## src/rtl/dmem_arbiter.sv

```systemverilog
// Data-memory arbiter: shares one synchronous-read memory port between the
// core load/store unit and the UART debug bridge. Each access runs the
// sequence IDLE -> ISSUE -> WAIT (MEM_LAT cycles) -> RESP. A tie in IDLE goes
// to whichever requester did not win last time.
module dmem_arbiter #(
  parameter int ADDR_W  = 32,
  parameter int DATA_W  = 32,
  parameter int MEM_LAT = 2
) (
  input  logic              clk,
  input  logic              rst,
  input  logic              c_req,
  input  logic              c_we,
  input  logic [ADDR_W-1:0] c_addr,
  input  logic [DATA_W-1:0] c_wdata,
  output logic              c_stall,
  output logic [DATA_W-1:0] c_rdata,
  input  logic              u_valid,
  input  logic              u_we,
  input  logic [ADDR_W-1:0] u_addr,
  input  logic [DATA_W-1:0] u_wdata,
  output logic              u_ready,
  output logic              u_done,
  output logic [DATA_W-1:0] u_rdata,
  output logic              m_en,
  output logic              m_we,
  output logic [ADDR_W-1:0] m_addr,
  output logic [DATA_W-1:0] m_wdata,
  input  logic [DATA_W-1:0] m_rdata,
  output logic              busy
);

  // The wait counter must be able to hold MEM_LAT itself, because it steps
  // once more on the final WAIT cycle before the state moves on.
  localparam int               CNT_W    = $clog2(MEM_LAT + 1);
  localparam logic [CNT_W-1:0] CNT_LAST = CNT_W'(MEM_LAT - 1);
  localparam logic [CNT_W-1:0] CNT_ONE  = CNT_W'(1);

  localparam logic OWN_CORE = 1'b0;
  localparam logic OWN_UART = 1'b1;

  typedef enum logic [1:0] {
    S_IDLE,
    S_ISSUE,
    S_WAIT,
    S_RESP
  } state_t;

  state_t            r_state;
  state_t            w_state_next;
  logic              r_owner;
  logic              r_last_grant;
  logic              r_we;
  logic [ADDR_W-1:0] r_addr;
  logic [DATA_W-1:0] r_wdata;
  logic [CNT_W-1:0]  r_cnt;
  logic [DATA_W-1:0] r_c_rdata;
  logic [DATA_W-1:0] r_u_rdata;

  logic              w_grant;
  logic              w_grant_uart;
  logic              w_last_wait;
  logic              w_resp_core;

  // Next-state and grant decode; a grant can only happen from IDLE.
  always_comb begin
    w_state_next = r_state;
    w_grant      = 1'b0;
    w_grant_uart = 1'b0;
    w_last_wait  = 1'b0;
    case (r_state)
      S_IDLE: begin
        if (c_req || u_valid) begin
          w_grant      = 1'b1;
          // UART wins when it is alone, or on a tie when the core won last.
          w_grant_uart = u_valid && (!c_req || (r_last_grant == OWN_CORE));
          w_state_next = S_ISSUE;
        end
      end
      S_ISSUE: begin
        w_state_next = S_WAIT;
      end
      S_WAIT: begin
        if (r_cnt == CNT_LAST) begin
          w_last_wait  = 1'b1;
          w_state_next = S_RESP;
        end
      end
      S_RESP: begin
        w_state_next = S_IDLE;
      end
      default: begin
        w_state_next = S_IDLE;
      end
    endcase
  end

  // State register; reset abandons any access in flight.
  always_ff @(posedge clk or negedge rst) begin
    if (!rst) begin
      r_state <= S_IDLE;
    end else begin
      r_state <= w_state_next;
    end
  end

  // Latch the winner's request and remember who won for the next tie.
  always_ff @(posedge clk or negedge rst) begin
    if (!rst) begin
      r_owner      <= OWN_CORE;
      r_last_grant <= OWN_UART;
      r_we         <= 1'b0;
      r_addr       <= '0;
      r_wdata      <= '0;
    end else if (w_grant) begin
      r_owner      <= w_grant_uart;
      r_last_grant <= w_grant_uart;
      r_we         <= w_grant_uart ? u_we    : c_we;
      r_addr       <= w_grant_uart ? u_addr  : c_addr;
      r_wdata      <= w_grant_uart ? u_wdata : c_wdata;
    end
  end

  // Memory latency counter: cleared in ISSUE, stepped through WAIT.
  always_ff @(posedge clk or negedge rst) begin
    if (!rst) begin
      r_cnt <= '0;
    end else if (r_state == S_ISSUE) begin
      r_cnt <= '0;
    end else if (r_state == S_WAIT) begin
      r_cnt <= r_cnt + CNT_ONE;
    end
  end

  // Read data lands in the owner's register on the last WAIT cycle only.
  always_ff @(posedge clk or negedge rst) begin
    if (!rst) begin
      r_c_rdata <= '0;
      r_u_rdata <= '0;
    end else if (w_last_wait && !r_we) begin
      if (r_owner == OWN_CORE) begin
        r_c_rdata <= m_rdata;
      end else begin
        r_u_rdata <= m_rdata;
      end
    end
  end

  assign w_resp_core = (r_state == S_RESP) && (r_owner == OWN_CORE);

  // Outputs. State is forced to IDLE by reset, so the state-derived strobes
  // are already low then; u_ready also looks at its inputs, so it is gated.
  assign c_stall = c_req && !w_resp_core;
  assign c_rdata = r_c_rdata;
  assign u_ready = rst && w_grant_uart;
  assign u_done  = (r_state == S_RESP) && (r_owner == OWN_UART);
  assign u_rdata = r_u_rdata;
  assign m_en    = (r_state == S_ISSUE);
  assign m_we    = m_en && r_we;
  assign m_addr  = r_addr;
  assign m_wdata = r_wdata;
  assign busy    = (r_state != S_IDLE);

endmodule

```

## config.mk

```make
export PLATFORM = sky130hd
export DESIGN_NAME = dmem_arbiter
export DESIGN_NICKNAME = d
export VERILOG_FILES = /design/src/rtl/dmem_arbiter.sv
export SDC_FILE = /design/constraint.sdc
export NUM_CORES = 1
export LEC_CHECK = 0
export ABC_AREA = 1
export CORE_MARGIN = 1.5
export CORE_UTILIZATION = 35
export DETAILED_ROUTE_END_ITERATION = 8
export PLACE_DENSITY = 0.67
export SETUP_SLACK_MARGIN = 0.05
export SYNTH_ARGS = -nofsm -noshare
export SYNTH_HDL_FRONTEND = slang
export SYNTH_SLANG_ARGS = --single-unit
```

## constraint.sdc

```tcl
create_clock -name clk -period 2 [get_ports clk]
set_input_delay 0.4 -clock clk [delete_from_list [all_inputs] [get_ports clk]]
set_output_delay 0.4 -clock clk [all_outputs]
set_load 0.02 [all_outputs]
```

# Word-level counts from Yosys, hierarchy flattened
# Index checks and enable logic that the tools add are counted.
totals:
  register_bits: 135
  input_bits: 166
  output_inout_bits: 134
  word_cells: 50
op_classes:
  addsub: 1
  n_eq_ne: 6
  n_mux: 14
  bitwise_logic: 2
  n_reduce_logical: 18
ops:
  columns: ["operator", "count"]
  rows:
  - ["two-way mux 32 bit", 2]
  - ["two-way mux 2 bit", 4]
  - ["case mux 2 bit (4 select lines)", 1]
  - ["logical AND 1 bit", 7]
  - ["two-way mux 1 bit", 7]
  - ["AND reduction 2 bit", 3]
  - ["== test 2 x 1 -> 1 bit, second input constant", 2]
  - ["== test 2 bit, second input constant", 2]
  - ["inequality test 2 bit, second input constant", 2]
  - ["nonzero test 2 bit", 2]
  - ["zero test 1 bit", 3]
  - ["adder 2 x 1 -> 2 bit, second input constant", 1]
  - ["zero test 2 bit", 1]
  - ["logical OR 1 bit", 2]
  - ["NOT 1 bit", 2]

# Depth between registers and ports, before layout
logic_depth:
  ltp_word: 6
  ltp_mapped: 10
  depth_no_buf: 8

# Least setup slack after synthesis
# Ideal clock, no wire load.
synth_path:
  path_type: "flip-flop to output port"
  from: "register r_state[0]"
  to: "output port u_ready"
  t_arrival_ns: 1.466
  required_time_ns: 1.600
  path_slack_ns: 0.134
  stages_incl_launch_ff: 9
  n_path_buf: 2
  cell_sequence: "dfrtp_1 -> inv_1 -> ha_1 -> nand2_1 -> inv_2 -> nand2_2 -> buf_2 -> buf_6 -> nor2_1"
synth_via:
  elab_chain_len: 3
synth_rtl:
  columns: ["item", "line_no", "source"]
  rows:
  - ["from (decl)", "49", "state_t r_state;"]
  - ["from (signal assigned)", "103", "r_state <= w_state_next;"]
  - ["zero test 2 bit", "71", "case (r_state)"]
  - ["two-way mux 1 bit", "71", null]
  - ["logical AND 1 bit", "155", "assign u_ready = rst && w_grant_uart;"]
  - ["to (decl)", "22", "output logic u_ready,"]
# No other way between the ends.

# Worst setup path after layout
layout_path:
  from: "register r_state[1]"
  to: "output port u_ready"
# The elaborated chain is that of the path after synthesis.

==> metrics list <==
- Relative to the synthesized area, the layout overhead comes to 58.3%.
- After synthesis the cells add up to 0.00646 mm^2.
- The number of different library cells used by synthesis comes to 18.
* Status: finished clean
- Static Leakage: 0.00535 uW
- Die extent in x: 139 um
- In this run the core area contains 49 standard-cell rows.
- Final nets: 1,298
* Worst setup skew after layout: 0.0138 ns
- Fraction of layout instances using a drive strength above 1: 0.0527
* Placed wire-length estimate after detailed placement: 13,100 um
- Antenna viol nets, final: 0
* Number of buffers created by CTS: 17
- Weighted congestion reported at the end of routability-driven placement: 0.890
- Remaining global-route overflow: 0
- Maximum resistive drop on vdd: 0.000895 V
* Count of yosys warnings during synthesis: 0
* Worst-Margin Slew: 0.735 ns
- The via count of the first global-routing pass is 6,060.
* Syn Area/Cell: 7.66 um^2
- Static timing analysis puts the maximum clock frequency at 0.534 GHz.
- Hold Fails Final Rpt: 0
* CP top delay family: flip-flops
- Min Clock Period, post-route: 1.87 ns
- Before antenna repair, the detailed router went through 4 iterations.
- For this design, the slowest cell found on the critical path is dfrtp_1.
- The number of pins exceeding their max-slew limit in the final report is 0.
* Via density per instance: 4.44
- The number of antenna violations at the first check in global routing was 0.
- Ant diodes: 0
* Average routed wire per standard cell: 14.1 um
- Routed via count: 6,073
- Synthesis-stage register bit count: 135
- Critical setup path kind: flop to output pin
- The tool flagged a number of max-cap violations equal to 0.
- Number of design rule violations left after detail routing: 0
- Crit path capture type: output pin
* Initial Util: 0.358
- The clock drives 135 sinks.
* Sequential element share of the synthesized area: 0.523
- At the later pin of the worst-skew pair, clock insertion delay measures 0.42 ns.
- Reg2reg setup slack: 0.22 ns
* Worst stage delay on the critical path: 0.37 ns
- The cell count after synthesis came out at 843.
* Deepest clock path buffer count: 2
- Dividing total power by cell area gives a power density of 1600 mW/mm^2.
* Normalized max-slew margin: 0.510
- Number of primary I/O pins: 300
- In this run, placement finished with an instance count of 1,337.
- Worst hold path class: input pin to asynchronous set/reset pin
* Clock edge transition at the registers on the reported setup and hold paths: 0.06 ns
- Of all nets on the critical path, the largest fanout is 2.
* Capture point of the worst reg-to-reg path: m_wdata[10]$_DFFE_PN0P_
* Number of H-tree branching levels: 4
* Die extent in y: 139 um
- Setup repair after global routing could not meet its margin everywhere.
- The worst setup path is launched from a flop.
- Total wirelength of the detailed-routed design: 19,300 um
- I/O Buffers: 299
- Final cycle utilization of the critical path: 0.937
- The critical path contains buffers and inverters numbering 3 combined.
- Excluding fillers, the count of instances in the completed layout stands at 1,368.
- In this run the clock root is driven by a clkbuf_16.
- Across every metal layer, demand over resource in global routing totals 0.206.
- The die covers 0.0193 mm^2.
- Wire length of the first global-routing pass: 31,600 um
- Entering global routing, the biggest net connects 136 pins.
* Setup Viol. Count Final: 0
- Post-CTS Setup Bufs: 0
- Counting cells, the worst reg-to-reg path comes to 9.
- Synthesis produced a netlist with a net count of 1,014.
* Core area: 0.0180 mm^2
- Drt initial violations: 247
* TritonCTS clock tree: yes
- Worst EP arrival: 1.47 ns
- The signal on the critical path passes through inv_1, ha_1, nand2_1, inv_2, nand2_2, nor2_1, buf_4.
- Adding up every negative setup slack in the final design gives 0 ns.
- Critical path required time: 1.60 ns
- Source of the worst register-to-register timing path: r_state[1]$_DFFE_PN0P_
==> what timing repair did <==
| item | in CTS | in global routing |
|---|---|---|
| hold buffers | 0 | 0 |
| endpoints found under the hold margin | 0 | 0 |
| pin swaps | 0 | 0 |
| resized for setup | 19 | 8 |
| endpoints found under the setup margin | 6 | 23 |
==> cells in the mapped netlist, drive strengths merged <==
| cell type | number | area share |
|---|---|---|
| nand3 | 132 | 0.10 |
| dfrtp | 134 | 0.52 |
| buf | 30 | 0.033 |
| inv | 176 | 0.10 |
| o22ai | 1 | 0.00097 |
| o21ai | 65 | 0.050 |
| a21oi | 5 | 0.0056 |
| dfstp | 1 | 0.0041 |
| ha | 5 | 0.0097 |
| clkbuf | 17 | 0.0099 |
| nand2 | 274 | 0.16 |
| nor2 | 3 | 0.0021 |
==> worst reg2reg max path: stages, from the launching register on <==
cell	delay, ns
dfrtp_1	0.34
inv_1	0.06
ha_1	0.20
nand2_1	0.08
inv_2	0.04
nand2_2	0.05
buf_4	0.59
nand2_1	0.15
nand3_1	0.11
nand2_1	0.05
==> through the flow <==
stage          instance area, um^2  hold slack (ns)  utilization  power (uW)  setup slack, ns
2_1_floorplan                 6460            0.104            -        9210            0.134
3_3_place_gp                  9610            0.458        0.533       13100           -0.203
3_5_place_dp                  9610            0.464        0.533       13200           -0.192
4_1_cts                      10200            0.136        0.568       16600           0.0633
5_1_grt                      10200            0.146        0.567       17500          0.00185
6_report                     10200            0.108        0.567       16400            0.126
==> state kept, by name, indices dropped and copies added (netlist names) <==
signal,count
c_rdata,32
m_addr,32
m_wdata,32
r_cnt,2
r_last_grant,1
r_owner,1
r_state,2
r_we,1
u_rdata,32
==> cells by family (layout without fill, tap and decap cells) <==
group | Yosys count | count (layout) | share of synthesized area
and+or+nand+nor | 409 | 409 | 0.265
adders and majority gates | 5 | 5 | 0.00968
DFF | 135 | 135 | 0.523
AOI/OAI and AO/OA | 71 | 71 | 0.0569
buffers and inverters | 223 | 519 | 0.145
==> cell usage in the layout (no fill, tap or decap), types with 2 or more instances in the layout <==
cell type,n
a21oi_1,4
buf_12,4
buf_2,4
buf_4,9
buf_6,2
bufinv_16,4
clkbuf_16,17
clkdlybuf4s50_1,292
clkinvlp_4,2
dfrtp_1,134
ha_1,5
inv_1,173
inv_2,3
inv_6,6
inv_8,2
nand2_1,270
nand2_2,4
nand3_1,132
nor2_1,2
o21ai_0,65
==> power breakdown <==
group	total [uW]	switching (uW)	internal, uW
clock network	3410	1290	2120
registers	4860	718	4150
logic	8140	4530	3610
==> routing by layer <==
| layer | global-route usage | vias up | routed length, um |
|---|---|---|---|
| met2 | 0.339 | 179 | 9480 |
| met4 | 0.0987 | 0 | 643 |
| li1 | - | 3112 | - |
| met3 | 0.0463 | 38 | 891 |
| met1 | 0.256 | 2744 | 8320 |
| met5 | 0 | - | 0 |
==> worst max-delay path by stage <==
stage,startpoint,slack (ns),cells past startpoint,to
floorplan,r_state[0]$_DFFE_PN0P_,0.13,8,u_ready
finish,r_state[1]$_DFFE_PN0P_,0.13,7,u_ready
global route,r_state[0]$_DFFE_PN0P_,0.002,7,u_ready
detailed placement,u_valid,-0.19,6,u_ready
global placement,u_valid,-0.20,6,u_ready
CTS,r_state[1]$_DFFE_PN0P_,0.06,5,busy
==> cell type report <==
| cell class | count | area, um^2 |
|---|---|---|
| well taps | 229 | 287 |
| fillers | 1699 | 7800 |
| clock buffers | 17 | 425 |
| multi-input cells | 485 | 2140 |
| flip-flops and latches | 135 | 3380 |
| clock inverters | 14 | 210 |
| inverters | 176 | 661 |
| repair buffers | 312 | 3120 |
Note: power is estimated with default switching activity, not from simulation.
==> RTL edit 1: new RTL, same flow settings <==
Change the parameter `MEM_LAT` from 2 to 4.
--- a/src/rtl/dmem_arbiter.sv
+++ b/src/rtl/dmem_arbiter.sv
@@ -5,7 +5,7 @@
 module dmem_arbiter #(
   parameter int ADDR_W  = 32,
   parameter int DATA_W  = 32,
-  parameter int MEM_LAT = 2
+  parameter int MEM_LAT = 4
 ) (
   input  logic              clk,
   input  logic              rst,
Function: changed (a bounded check fails within 10 cycles, from zero or initial values and one cycle with rst low).
==> RTL edit 1 against the original RTL <==
Total power fell by 3.1%. Area after synthesis up 0.74%. Largest power group unchanged. Wire length rose by 3.1%. Fmax about the same. Hold slack got worse by 0.11 ns. Highest routed layer unchanged. Largest cell class unchanged. Setup slack got worse by 0.0018 ns. Clock power is 11% lower. Cell area grew 0.60%. Critical path type unchanged. The run now ends with design-rule violations left. Sequential cell count is 1 higher.
==> RTL edit 1: results (changes against the original RTL) <==
initial antenna violation count=2 (+2); pin count of the biggest net entering global routing=137 (+0.74%); Net Count, Synth=1019 (+0.49%); Crit path largest cell delay=0.40 ns (+0.03 ns); HP Class=in -> async; vias per cell=4.47 (+0.79%); first-pass GRT wire length=32600 um (+3.2%); Switching Share=40.6% (+0.78 points); most frequent cells after synthesis=271 x nand2_1, 174 x inv_1, 135 x dfrtp_1, 131 x nand3_1, 68 x o21ai_0; worst rel slew slack=44.0% (-7.0 points); via count=6170 (+1.6%); Clock Tree Buf Depth=2 (unchanged); post-synthesis sequential area ratio=52.3% (about the same); port bufs=299 (unchanged); Arr. time, crit path=1.48 ns; Post-route DRC=15 (+15); share of post-route cells with drive strength above 1=6.44% (+1.2 points); failing checks=design-rule violations; RePlAce Congestion=0.823 (-7.5%); Setup Skew=0.00976 ns (-0.00408 ns); drt first pass iters=7 (+3); VDD IR max=0.859 mV (-4.0%); outcome=finished, violations left; average instance area after synthesis=7.68 um2 (+0.26%); DP Worst Slack=-0.238 ns (-0.0455 ns); placed cells=1346 (+0.67%); crit-path max FO=3 (+1); Min Hold Slack=0.000352 ns (-0.108 ns); DP HPWL=13700 um (+4.1%); top_reg_cell synth=dfrtp_1; CTS H-tree lvls=4 (unchanged); Static Leak=5.39 nW (+0.71%); setup bufs post-CTS=0 (unchanged); initial drt markers=301 (+22%); Synth cell types=19 (+1); Post-synth ARST share=100% (unchanged); vias in the first global route=6244 (+3.0%); total wire length=19900 um (+3.1%); Synth Warn #=0 (unchanged); clk slew on worst S/H paths=0.06 ns (about the same); top cells by area, synth=dfrtp_1 52%, nand2_1 16%, nand3_1 10%, inv_1 10%, o21ai_0 5.2%; Num CTS Buffers=17 (unchanged); total global-route track usage=21.1% (+0.57 points)
-- RTL edit 1: final cells by class --
| type | instances | area [um2] |
|---|---|---|
| Tap cell | 229 | 287 |
| Multi-Input combinational cell | 487 | 2190 |
| Clock buffer | 18 | 429 |
| Antenna cell | 1 | 2.50 |
| Sequential cell | 136 | 3400 |
| Fill cell | 1675 | 7800 |
| Inverter | 177 | 664 |
| Clock inverter | 14 | 140 |
| Timing Repair Buffer | 317 | 3180 |
-- RTL edit 1: through the flow --
step                      power, mW  utilization, %  instance area (um2)
final                          15.9            56.9                10300
after global routing           16.9            56.9                10300
after CTS                      16.1            56.8                10300
after detailed placement       13.0            53.7                 9710
after global placement         12.8            53.7                 9710
after floorplan                9.03               -                 6510
-- RTL edit 1: logic make-up after synthesis --
family / after synthesis / synth area share [%]
compound gates: 72 / 5.73
fa+ha+maj: 6 / 1.15
buf+inv: 224 / 14.5
flops: 136 / 52.3
simple gates: 409 / 26.3
-- RTL edit 1: final timing paths --
check / slack (ns) / cells after the start / to / start
min in group clk: 0.48 / 2 / r_last_grant / r_last_grant
worst min-delay path: 0.0004 / 2 / m_wdata[18] / rst
worst max register to register: 0.26 / 8 / c_rdata[4] / r_state[0]
worst max-delay path: 0.12 / 4 / c_stall / r_state[1]
max in group asynchronous: 1.28 / 2 / u_rdata[23] / rst
worst min register to register: 0.48 / 2 / r_last_grant / r_last_grant
-- RTL edit 1: critical path: cells and delay by family, from the launching register on --
family / cells / cell delay [ns]
buffers and inverters: 2 / 0.32
AO/OA/AOI/OAI: 1 / 0.17
flip-flops: 1 / 0.40
adder cells (fa/ha/maj): 1 / 0.18
-- RTL edit 1: power by group through the flow --
stage          logic [mW]  clock network (mW)  registers (mW)
2_1_floorplan        2.62                   0            6.42
3_3_place_gp         7.99                   0            4.83
3_5_place_dp         8.09                   0            4.86
4_1_cts              8.09                3.12            4.85
5_1_grt              8.69                3.24            5.01
6_report             8.02                3.03            4.85
-- RTL edit 1: metal layers --
metal	track usage, %	vias up	part of all wire, %
li1	-	3131	-
met1	26.2	2804	43
met2	34.0	197	47
met3	5.33	38	6.1
met4	11.2	0	3.9
met5	0	-	0
-- RTL edit 1: repair_timing --
item | in CTS | in global routing
resized for setup | 22 | 15
hold buffers | 0 | 0
endpoints found under the setup margin | 6 | 71
gates cloned | 0 | 0
endpoints found under the hold margin | 0 | 0
pin swaps | 0 | 1
==> RTL edit 2: new RTL, config.mk and constraints unchanged <==
Without the edit above. Encoding of `state_t`: now one-hot (4 bits for 4 states).
--- a/src/rtl/dmem_arbiter.sv
+++ b/src/rtl/dmem_arbiter.sv
@@ -39,11 +39,11 @@
   localparam logic OWN_CORE = 1'b0;
   localparam logic OWN_UART = 1'b1;
 
-  typedef enum logic [1:0] {
-    S_IDLE,
-    S_ISSUE,
-    S_WAIT,
-    S_RESP
+  typedef enum logic [3:0] {
+    S_IDLE  = 4'b0001,
+    S_ISSUE = 4'b0010,
+    S_WAIT  = 4'b0100,
+    S_RESP  = 4'b1000
   } state_t;
 
   state_t            r_state;
Behaviour: same outputs for any inputs over 10 cycles, from zero or initial values and one cycle with rst low; not proved beyond that.
==> RTL edit 2 against the original RTL <==
Sequential cell count rose by 2. Fmax shrank 0.86%. Cell area increased by 1.7%. Setup slack worse by 0.016 ns. Sequential power fell by 3%. Area after synthesis grew 2.0%. Clock skew is 0.0044 ns lower. Total power is 4.5% lower. Critical path type unchanged. Wire length grew 5.1%.
==> RTL edit 2: results (changes against the original RTL) <==
CTS sink count=137 (+1.5%); sequential share of cell area=33.0% (-0.063 points); post-route standard cell area excluding fillers=10400 um2 (+1.7%); Final nets=1344 (+3.5%); DP HPWL=13800 um (+4.7%); multi-input gate share of total cell area=24.8% (+3.8 points); Crit path largest cell delay=0.41 ns (+0.04 ns); Fillers=1758 (+3.5%); top cells by area, synth=dfrtp_1 51%, nand2_1 23%, nor2_1 7.9%, nand4_1 6.1%, inv_1 4.5%; Net Count, Synth=1060 (+4.5%); VDD IR max=0.664 mV (-26%); initial antenna violation count=1 (+1); share of post-route cells with drive strength above 1=6.30% (+1.0 points); Metal-1 WL=8640 um (+3.8%); reg2reg path depth=8 (-1); WL met3=1750 um (+97%); most frequent cells after synthesis=399 x nand2_1, 139 x nor2_1, 135 x dfrtp_1, 79 x inv_1, 64 x nand4_1; met2 wire length=9350 um (-1.4%); vias in the first global route=6211 (+2.5%); Static Leak=5.24 nW (-2.1%); crit-path max FO=3 (+1); n_diodes=1 (+1); multi-input gates=619 (+28%); max frequency=0.529 GHz (-0.86%); nonclk inv count=82 (-53%); outcome=completed; via count=6484 (+6.8%)
RTL edit 2: cell count changes after synthesis, moves of 9 or more:
cell and delta:
buf_2 +19, buf_4 -9, inv_1 -94, nand2_1 +128, nand3_1 -126, nand4_1 +64
nor2_1 +137, o21ai_0 -60
RTL edit 2: timing repair:
action	4_1_cts	5_1_grt
resized for setup	25	4
endpoints found under the setup margin	6	4
hold buffers	0	0
pin swaps	2	2
setup buffers	0	1
RTL edit 2: power breakdown:
| group | internal (mW) | total [mW] | switching [mW] |
|---|---|---|---|
| clock network | 1.90 | 3.11 | 1.21 |
| registers | 4.00 | 4.69 | 0.690 |
| logic | 3.35 | 7.88 | 4.53 |
| total | 9.25 | 15.7 | 6.43 |
RTL edit 2: critical path: cells and delay by family (launching register included):
kind          cells  cell delay (ns)
buf+inv           2             0.25
simple gates      4             0.42
flops             1             0.41
RTL edit 2: layer usage:
layer  vias to the layer above  track usage [%]
met4                         0             8.92
met2                       240             33.3
met5                         -                0
li1                       3286                -
met1                      2920             26.5
met3                        38             7.79
RTL edit 2: cell families (layout without fill, tap and decap cells):
logic type	count (synthesis)	count (layout)	synth area share, %
other	0	1	0
buffers and inverters	137	434	9.55
AO/OA/AOI/OAI	5	5	0.380
flip-flops	137	137	52.1
AND/OR/NAND/NOR	613	613	37.8
adder cells (fa/ha/maj)	1	1	0.190
RTL edit 2: how the worst max path moves through the flow:
stage	from	end	cells past startpoint
after floorplan	r_state[0]	u_ready	6
after global routing	r_state[3]	u_ready	6
after detailed placement	u_valid	u_ready	6
final	r_state[3]	u_ready	6
after CTS	r_state[2]	m_we	5
after global placement	u_valid	u_ready	6
